$ cat src/rtl/pack_indication_pkg.sv
// Shared layout of the PackIndication heard frame, imported by both the
// method-to-pipe packer and the pipe-to-method deserializer.
package pack_indication_pkg;

    localparam int BEATS   = 4;
    localparam int BEAT_W  = 32;
    localparam int FRAME_W = BEATS * BEAT_W;

    localparam logic [15:0] METHOD_ID  = 16'd5;
    localparam logic [15:0] FRAME_BITS = 16'd96;

    localparam int LENGTH_LSB     = 0;
    localparam int SEQNO_LSB      = 48;
    localparam int READCOUNT_LSB  = 64;
    localparam int WRITECOUNT_LSB = 72;
    localparam int V_LSB          = 80;
    localparam int METHOD_LSB     = 96;

    typedef struct packed {
        logic [15:0] rsvd_top;
        logic [15:0] method_id;
        logic [7:0]  rsvd_mid;
        logic [7:0]  v;
        logic [7:0]  write_count;
        logic [7:0]  read_count;
        logic [15:0] seqno;
        logic [31:0] rsvd_low;
        logic [15:0] length;
    } heard_frame_t;

    typedef enum logic {
        COLLECT = 1'b0,
        HOLD    = 1'b1
    } state_e;

    // Builds a complete heard frame; used by the packer so both ends agree.
    function automatic logic [FRAME_W-1:0] pack_heard(
        input logic [7:0]  v,
        input logic [7:0]  write_count,
        input logic [7:0]  read_count,
        input logic [15:0] seqno
    );
        logic [FRAME_W-1:0] f;
        f = '0;
        f[METHOD_LSB +: 16]    = METHOD_ID;
        f[V_LSB +: 8]          = v;
        f[WRITECOUNT_LSB +: 8] = write_count;
        f[READCOUNT_LSB +: 8]  = read_count;
        f[SEQNO_LSB +: 16]     = seqno;
        f[LENGTH_LSB +: 16]    = FRAME_BITS;
        return f;
    endfunction

endpackage

$ cat src/rtl/p2m_pack_indication_beat_assembler.sv
// Beat assembler: counts inbound pipe beats into frame slots and presents the
// full frame, including the final beat, on the cycle that beat transfers.
module p2m_pack_indication_beat_assembler #(
    parameter int BEATS  = pack_indication_pkg::BEATS,
    parameter int BEAT_W = pack_indication_pkg::BEAT_W
) (
    input  logic                    clk_i,
    input  logic                    rst_i,
    input  logic                    beat_fire_i,
    input  logic [BEAT_W-1:0]       beat_i,
    output logic [BEATS*BEAT_W-1:0] frame_o,
    output logic                    frame_done_o
);

    localparam int               IDX_W    = $clog2(BEATS);
    localparam logic [IDX_W-1:0] LAST_IDX = IDX_W'(BEATS - 1);

    logic [IDX_W-1:0]            idx_q;
    logic [IDX_W-1:0]            idx_d;
    logic [(BEATS-1)*BEAT_W-1:0] asm_q;
    logic [(BEATS-1)*BEAT_W-1:0] asm_d;
    logic                        last_beat;

    assign last_beat = (idx_q == LAST_IDX);

    // The last beat is never stored; it is forwarded straight into frame_o.
    always_comb begin
        idx_d = idx_q;
        asm_d = asm_q;
        if (beat_fire_i) begin
            if (last_beat) begin
                idx_d = '0;
            end else begin
                idx_d = idx_q + IDX_W'(1);
                asm_d[int'(idx_q)*BEAT_W +: BEAT_W] = beat_i;
            end
        end
    end

    always_ff @(posedge clk_i) begin
        if (rst_i) begin
            idx_q <= '0;
            asm_q <= '0;
        end else begin
            idx_q <= idx_d;
            asm_q <= asm_d;
        end
    end

    assign frame_o      = {beat_i, asm_q};
    assign frame_done_o = beat_fire_i && last_beat;

endmodule

$ cat src/rtl/p2m_pack_indication.sv
// Pipe-to-method deserializer for PackIndication heard: rebuilds 4-beat frames,
// checks the header and presents the message with a ready/enable handshake.
module p2m_pack_indication #(
    parameter int          BEATS      = pack_indication_pkg::BEATS,
    parameter logic [15:0] METHOD_ID  = pack_indication_pkg::METHOD_ID,
    parameter logic [15:0] FRAME_BITS = pack_indication_pkg::FRAME_BITS
) (
    input  logic        CLK,
    input  logic        RST,
    input  logic        pipe_enq__ENA,
    input  logic [31:0] pipe_enq_v,
    output logic        pipe_enq__RDY,
    output logic        method_heard__ENA,
    output logic [7:0]  method_heard_v,
    output logic [7:0]  method_heard_writeCount,
    output logic [7:0]  method_heard_readCount,
    output logic [15:0] method_heard_seqno,
    input  logic        method_heard__RDY,
    output logic [7:0]  err_count
);

    import pack_indication_pkg::*;

    state_e                    state_q;
    state_e                    state_d;
    logic [7:0]                v_q;
    logic [7:0]                v_d;
    logic [7:0]                write_count_q;
    logic [7:0]                write_count_d;
    logic [7:0]                read_count_q;
    logic [7:0]                read_count_d;
    logic [15:0]               seqno_q;
    logic [15:0]               seqno_d;
    logic [7:0]                err_q;
    logic [7:0]                err_d;

    logic                      beat_fire;
    logic [BEATS*BEAT_W-1:0]   frame;
    logic                      frame_done;
    heard_frame_t              hdr;
    logic                      hdr_ok;
    logic                      unused_rsvd;

    assign beat_fire = pipe_enq__ENA && (state_q == COLLECT);

    p2m_pack_indication_beat_assembler #(
        .BEATS  (BEATS),
        .BEAT_W (BEAT_W)
    ) u_assembler (
        .clk_i        (CLK),
        .rst_i        (RST),
        .beat_fire_i  (beat_fire),
        .beat_i       (pipe_enq_v),
        .frame_o      (frame),
        .frame_done_o (frame_done)
    );

    assign hdr         = frame;
    assign hdr_ok      = (hdr.method_id == METHOD_ID) && (hdr.length == FRAME_BITS);
    // Reserved-zero fields are intentionally not checked.
    assign unused_rsvd = ^{hdr.rsvd_top, hdr.rsvd_mid, hdr.rsvd_low};

    always_comb begin
        state_d       = state_q;
        v_d           = v_q;
        write_count_d = write_count_q;
        read_count_d  = read_count_q;
        seqno_d       = seqno_q;
        err_d         = err_q;
        case (state_q)
            COLLECT: begin
                if (frame_done) begin
                    if (hdr_ok) begin
                        v_d           = hdr.v;
                        write_count_d = hdr.write_count;
                        read_count_d  = hdr.read_count;
                        seqno_d       = hdr.seqno;
                        state_d       = HOLD;
                    end else if (err_q != 8'hFF) begin
                        err_d = err_q + 8'd1;
                    end
                end
            end
            HOLD: begin
                if (method_heard__RDY) begin
                    state_d = COLLECT;
                end
            end
            default: state_d = COLLECT;
        endcase
    end

    always_ff @(posedge CLK) begin
        if (RST) begin
            state_q       <= COLLECT;
            v_q           <= '0;
            write_count_q <= '0;
            read_count_q  <= '0;
            seqno_q       <= '0;
            err_q         <= '0;
        end else begin
            state_q       <= state_d;
            v_q           <= v_d;
            write_count_q <= write_count_d;
            read_count_q  <= read_count_d;
            seqno_q       <= seqno_d;
            err_q         <= err_d;
        end
    end

    assign pipe_enq__RDY           = (state_q == COLLECT);
    assign method_heard__ENA       = (state_q == HOLD);
    assign method_heard_v          = v_q;
    assign method_heard_writeCount = write_count_q;
    assign method_heard_readCount  = read_count_q;
    assign method_heard_seqno      = seqno_q;
    assign err_count               = err_q;

endmodule

$ cat config.mk
export PLATFORM = sky130hd
export DESIGN_NAME = p2m_pack_indication
export DESIGN_NICKNAME = d
export VERILOG_FILES = /design/src/rtl/pack_indication_pkg.sv /design/src/rtl/p2m_pack_indication_beat_assembler.sv /design/src/rtl/p2m_pack_indication.sv
export SDC_FILE = /design/constraint.sdc
export NUM_CORES = 1
export LEC_CHECK = 0
export CAP_MARGIN = 5
export CORE_UTILIZATION = 50
export CTS_BUF_LIST = sky130_fd_sc_hd__clkbuf_8 sky130_fd_sc_hd__clkbuf_16
export DETAILED_ROUTE_END_ITERATION = 16
export PLACE_DENSITY = 0.78
export SLEW_MARGIN = 25
export SYNTH_ARGS = -nofsm -noshare
export SYNTH_HDL_FRONTEND = slang
export SYNTH_SLANG_ARGS = --single-unit
$ cat constraint.sdc
create_clock -name CLK -period 2.8 [get_ports CLK]
set_input_delay 0.56 -clock CLK [delete_from_list [all_inputs] [get_ports CLK]]
set_output_delay 0.56 -clock CLK [all_outputs]
set_load 0.005 [all_outputs]
Yosys cells after proc, flatten, opt, wreduce, memory -nomap -nowiden:

Index checks and enable logic that the tools add are counted.

* memories: 0
* RAM bits: 0
* input bits: 36
* bits in latches: 0
* flip-flop bits (word level): 147
* memory bits (read-only): 0
* output and inout bits: 50

* order comparisons: 0
* shift-type cells: 2
* eq/ne operators: 4
* multiplexer cells: 6
* add/sub/neg operators: 3
* bitwise logic cells: 3
* multiply operators: 0
* div/mod/pow operators: 0
* reduce and logical (&&, ||, !) cells: 6

Operators by type and width (number)
* $bwmux W96: 1
* $shift A32 B33 Y96 const A: 1
* $shiftx A32 B33 Y96: 1
* $neg A7 Y33: 1
* $eq A16 B3 Y1 const B: 1
* $eq A16 B7 Y1 const B: 1
* $add A8 B1 Y8 const B: 1
* $ne A8 B8 Y1 const B: 1
* $reduce_and A4 Y1: 1
* $logic_and A1 B1 Y1: 3
* $mux W1: 3
* $not A1 Y1: 3
* $reduce_and A3 Y1: 1
* $add A2 B1 Y2 const B: 1
* $eq A2 B2 Y1 const B: 1
* $mux W2: 1
* $pmux W1 S2: 1
* $reduce_and A2 Y1: 1

Longest topological paths before layout:

* depth after elaboration: 5
* depth in mapped cells: 9

Cells and area by module:

From an unflattened synthesis, not the netlist that was laid out.

* cell total of the unflattened synthesis: 620
* area, all modules: 5813.1 sq um

Modules (own cells, without submodules)
* p2m_pack_indication_beat_assembler: cells an instance 429, instances 1, area an instance 3886.2 sq um, seq. area each 1961.9 sq um
* p2m_pack_indication: cells an instance 191, instances 1, area an instance 1926.8 sq um, seq. area each 980.9 sq um

Least setup slack after synthesis:

Ideal clock, no wire load.

* path type: reg-to-reg
* from: reg u_assembler.idx_q[0]
* to: reg u_assembler.asm_q[70]
* arrival: 1876 ps
* required time: 2730 ps
* period minus slack after synthesis: 1947 ps
* path buffers: 3
* setup slack: 853 ps
* setup time: 70 ps
* stages on the path, launching flop included: 10
* path through: dfxtp_1 inv_1 ha_1 nor2b_1 buf_2 nor2b_1 clkbuf_1 buf_2 nand3_1 a21oi_1

* longest elaborated chain between the ends: 3
* elaborated cells on any way between the ends: 7
* classes of those cells: add/sub (1); eq/ne (1); shift (2); mux (1); bitwise (1); reduce/logical (1)

RTL lines
* from (decl): line p2m_pack_indication_beat_assembler.sv:18 `logic [IDX_W-1:0] idx_q;`
* from (signal assigned): line p2m_pack_indication_beat_assembler.sv:45 `idx_q <= idx_d;`
* $neg A7 Y33 or $eq A2 B2 Y1 (tied branches): line p2m_pack_indication_beat_assembler.sv:35, p2m_pack_indication_beat_assembler.sv:24
* $shiftx A32 B33 Y96 (tied with other cells): line p2m_pack_indication_beat_assembler.sv:35 `asm_d[int'(idx_q)*BEAT_W +: BEAT_W] = beat_i;`
* $bwmux W96 or $reduce_and A2 Y1 (tied branches)
* to (signal assigned): line p2m_pack_indication_beat_assembler.sv:46 `asm_q <= asm_d;`
* to (decl): line p2m_pack_indication_beat_assembler.sv:20 `logic [(BEATS-1)*BEAT_W-1:0] asm_q;`

Several ways; a longest one is shown, not always the timed one.
A chain may end at the register's enable or synchronous reset.

Worst setup path in the final report:

* from: reg u_assembler.idx_q[0]
* to: reg u_assembler.asm_q[63]

Same word-level chain as after synthesis.

==> reports/results.ini <==
[outcome]
status=complete, no violations

[clock_network]
holdBufCountCts=0
cts_tree=yes
cts_root_buf=clkbuf_8
cts_setup_buffers=0
clk_path_buf_depth=2
clkTransAtPathRegs_ps=100
cts.sinks=107
h-tree-depth=3
insertion_delay_ps=370
cts_made_buffers=9
cts_resized=0

[worst_setup_path]
cp.required_ps=3100
crit_path_end_kind=register
ff2ff_setup_slack_ps=570
crit_type=reg2reg
reg2reg_depth=6
cp_cell_sequence=inv_1, ha_1, and2_1, nor2b_1, nand3_1, a21oi_1
r2r-start=u_assembler.idx_q[0]
r2r_end=u_assembler.asm_q[63]
setup.worst_path.start=u_assembler.idx_q[0]
slowest_stage=nor2b_1
cp-start-kind=register
crit_path_end=u_assembler.asm_q[63]
slowest_delay_ps=540
arrival_ps=2520
critical_path.max_fanout=9

[run]
cap_viol_max_count=0

[floorplanning]
core_um2=8180
ios=86
start_util=0.514
die_h_um=93.6
die_area_um2=8770
num_rows=33
die_w_um=93.6

[logic_synthesis]
yosysSeqAreaShare=0.510
postSynthAreaPerCell_um2=8.00
synth_nets=567
synth-edff-count=0
postSynthCellCount=525
yosysUniqueCellTypes=35
ys_ff_latch=107
synth_ff_type=dfxtp_1
synth.most_common_cell=nand2_1
synth_warnings=0
synth_top_cell_by_area=dfxtp_1
yosysTopAreaCellShare=0.510
syn_area_um2=4200
synth_top_cells_by_count=nand2_1 (144), dfxtp_1 (107), a21oi_1 (104)
synth_area_leaders=dfxtp_1 (51%), nand2_1 (13%), a21oi_1 (12%), nand3_1 (7.2%), clkbuf_1 (2.0%)
synth_async_sr_flop_share=0

[routing]
drc=0
routed_wl_um=10000
drtAntennaViolNets=0
met3_length_um=463
firstDrtPassIters=5
m1WireLength_um=4330
highest_layer=met4
dr_wl_met2_um=4950
drtIter0Drc=237
num_vias=3817
viasPerCell=5.42
post_drt_wl_per_cell_um=14.2

[placed_design]
pre_cts_ws_ps=180
routabilityCongestion=0.817
portBuffers=85
dpl.hpwl_um=6870

[sta]
fin_skew_ps=10.2
tightest_slew_ps=588
report.final.hold_viol_count=0
setup_violations=0
relSlewSlack=0.607
fin_crit_sh=0.796
fmax_ghz=0.449
drv_slew=0
rsz0062_at_grt=no
setup-tns-final_ps=0
layout_min_cycle_time_ps=2230
fin_ws_ps=572

[layout]
multi_input_comb_area_um2=1860
antennaDiodeCount=0
ff_latch_area_um2=2140
fillers=703
drive_gt1_frac=0.0651
area_growth_pct=26.7
layout.nets=636
final_util=0.651

[global_routing]
grt_overflow=0
grt_max_degree=58
grt_pass1_wl_um=16100
grt_pass1_vias=3529
track_usage=0.237
antenna_found_initial=0

[pwr]
peakVddDrop_uv=213
p_leak_uw=0.00173
p_per_area_nw_per_um2=516

[worst_hold_path]
min_path_type=reg2reg

-- registers in the layout, indices dropped and copies added, names as in the netlist --
| name | flops |
|---|---|
| method_heard__ENA | 1 |
| method_heard_v | 8 |
| method_heard_writeCount | 8 |
| method_heard_seqno | 16 |
| u_assembler.idx_q | 2 |
| err_count | 8 |
| u_assembler.asm_q | 56 |
| method_heard_readCount | 8 |
-- cell families after synthesis --
family                   synth area share
buffers and inverters              0.0489
AO/OA/AOI/OAI                       0.133
adder cells (fa/ha/maj)            0.0179
flip-flops                          0.510
AND/OR/NAND/NOR                     0.282
multiplexers                      0.00745
-- metrics by stage --
step                      instance area, µm²  power, µW  hold WS [ps]  cells
after CTS                               5320       2770           456    704
after floorplan                         4200       1700           427    525
after global placement                  5110       1800           436    688
after global routing                    5320       2840           471    704
final                                   5320       2750           454    704
after detailed placement                5110       1800           441    688
-- worst min path at each step --
| stage | from | end | cells after the start |
|---|---|---|---|
| final | u_assembler.asm_q[50] | method_heard_seqno[2] | 2 |
| after global routing | u_assembler.asm_q[83] | method_heard_v[3] | 2 |
| after CTS | u_assembler.asm_q[72] | method_heard_writeCount[0] | 2 |
| after detailed placement | u_assembler.asm_q[55] | method_heard_seqno[7] | 2 |
| after global placement | u_assembler.asm_q[5] | u_assembler.asm_q[5] | 2 |
| after floorplan | u_assembler.asm_q[6] | u_assembler.asm_q[6] | 2 |
-- layout make-up --
cell class | count | area share
Tap cell | 105 | 0.0247
Clock buffer | 10 | 0.0259
Sequential cell | 107 | 0.403
Timing Repair Buffer | 98 | 0.182
Clock inverter | 6 | 0.0134
Multi-Input combinational cell | 375 | 0.349
Inverter | 3 | 0.00212
-- worst max-delay path, delay by kind of cell, from the launching register on --
family	cells	cell delay (ps)
buffers and inverters	1	130
adders and majority gates	1	350
DFF	1	460
AOI/OAI and AO/OA	1	160
and+or+nand+nor	3	1040
-- report_power, final --
| part | total (µW) | internal [µW] | switching (µW) | leakage, µW |
|---|---|---|---|---|
| sequential | 1550 | 1540 | 10.5 | 0.000863 |
| combinational | 221 | 90.6 | 131 | 0.000762 |
| clock | 977 | 447 | 530 | 0.000105 |
-- cells in the final DEF (no fill, tap or decap), types with 2 or more instances in the layout --
master | synthesis | routed
a21oi_1 | 104 | 104
and2_1 | 4 | 4
and3_1 | 2 | 2
buf_12 | 0 | 2
buf_4 | 1 | 12
clkbuf_8 | 0 | 10
clkdlybuf4s50_1 | 0 | 84
dfxtp_1 | 107 | 107
ha_1 | 6 | 6
inv_1 | 3 | 3
mux2i_1 | 2 | 2
nand2_1 | 144 | 144
nand2b_1 | 3 | 3
nand3_1 | 60 | 60
nand4_1 | 2 | 2
nor2_1 | 6 | 6
nor2b_1 | 12 | 12
nor4_1 | 4 | 4
nor4_2 | 2 | 2
o21ai_0 | 5 | 5
or3_1 | 5 | 5
-- per-layer routing --
| layer | vias to the layer above | GRT usage |
|---|---|---|
| met5 | - | 0 |
| met1 | 1773 | 0.297 |
| met3 | 24 | 0.0309 |
| met2 | 117 | 0.403 |
| met4 | 0 | 0.109 |
| li1 | 1903 | - |
(Power assumes the default switching activity.)
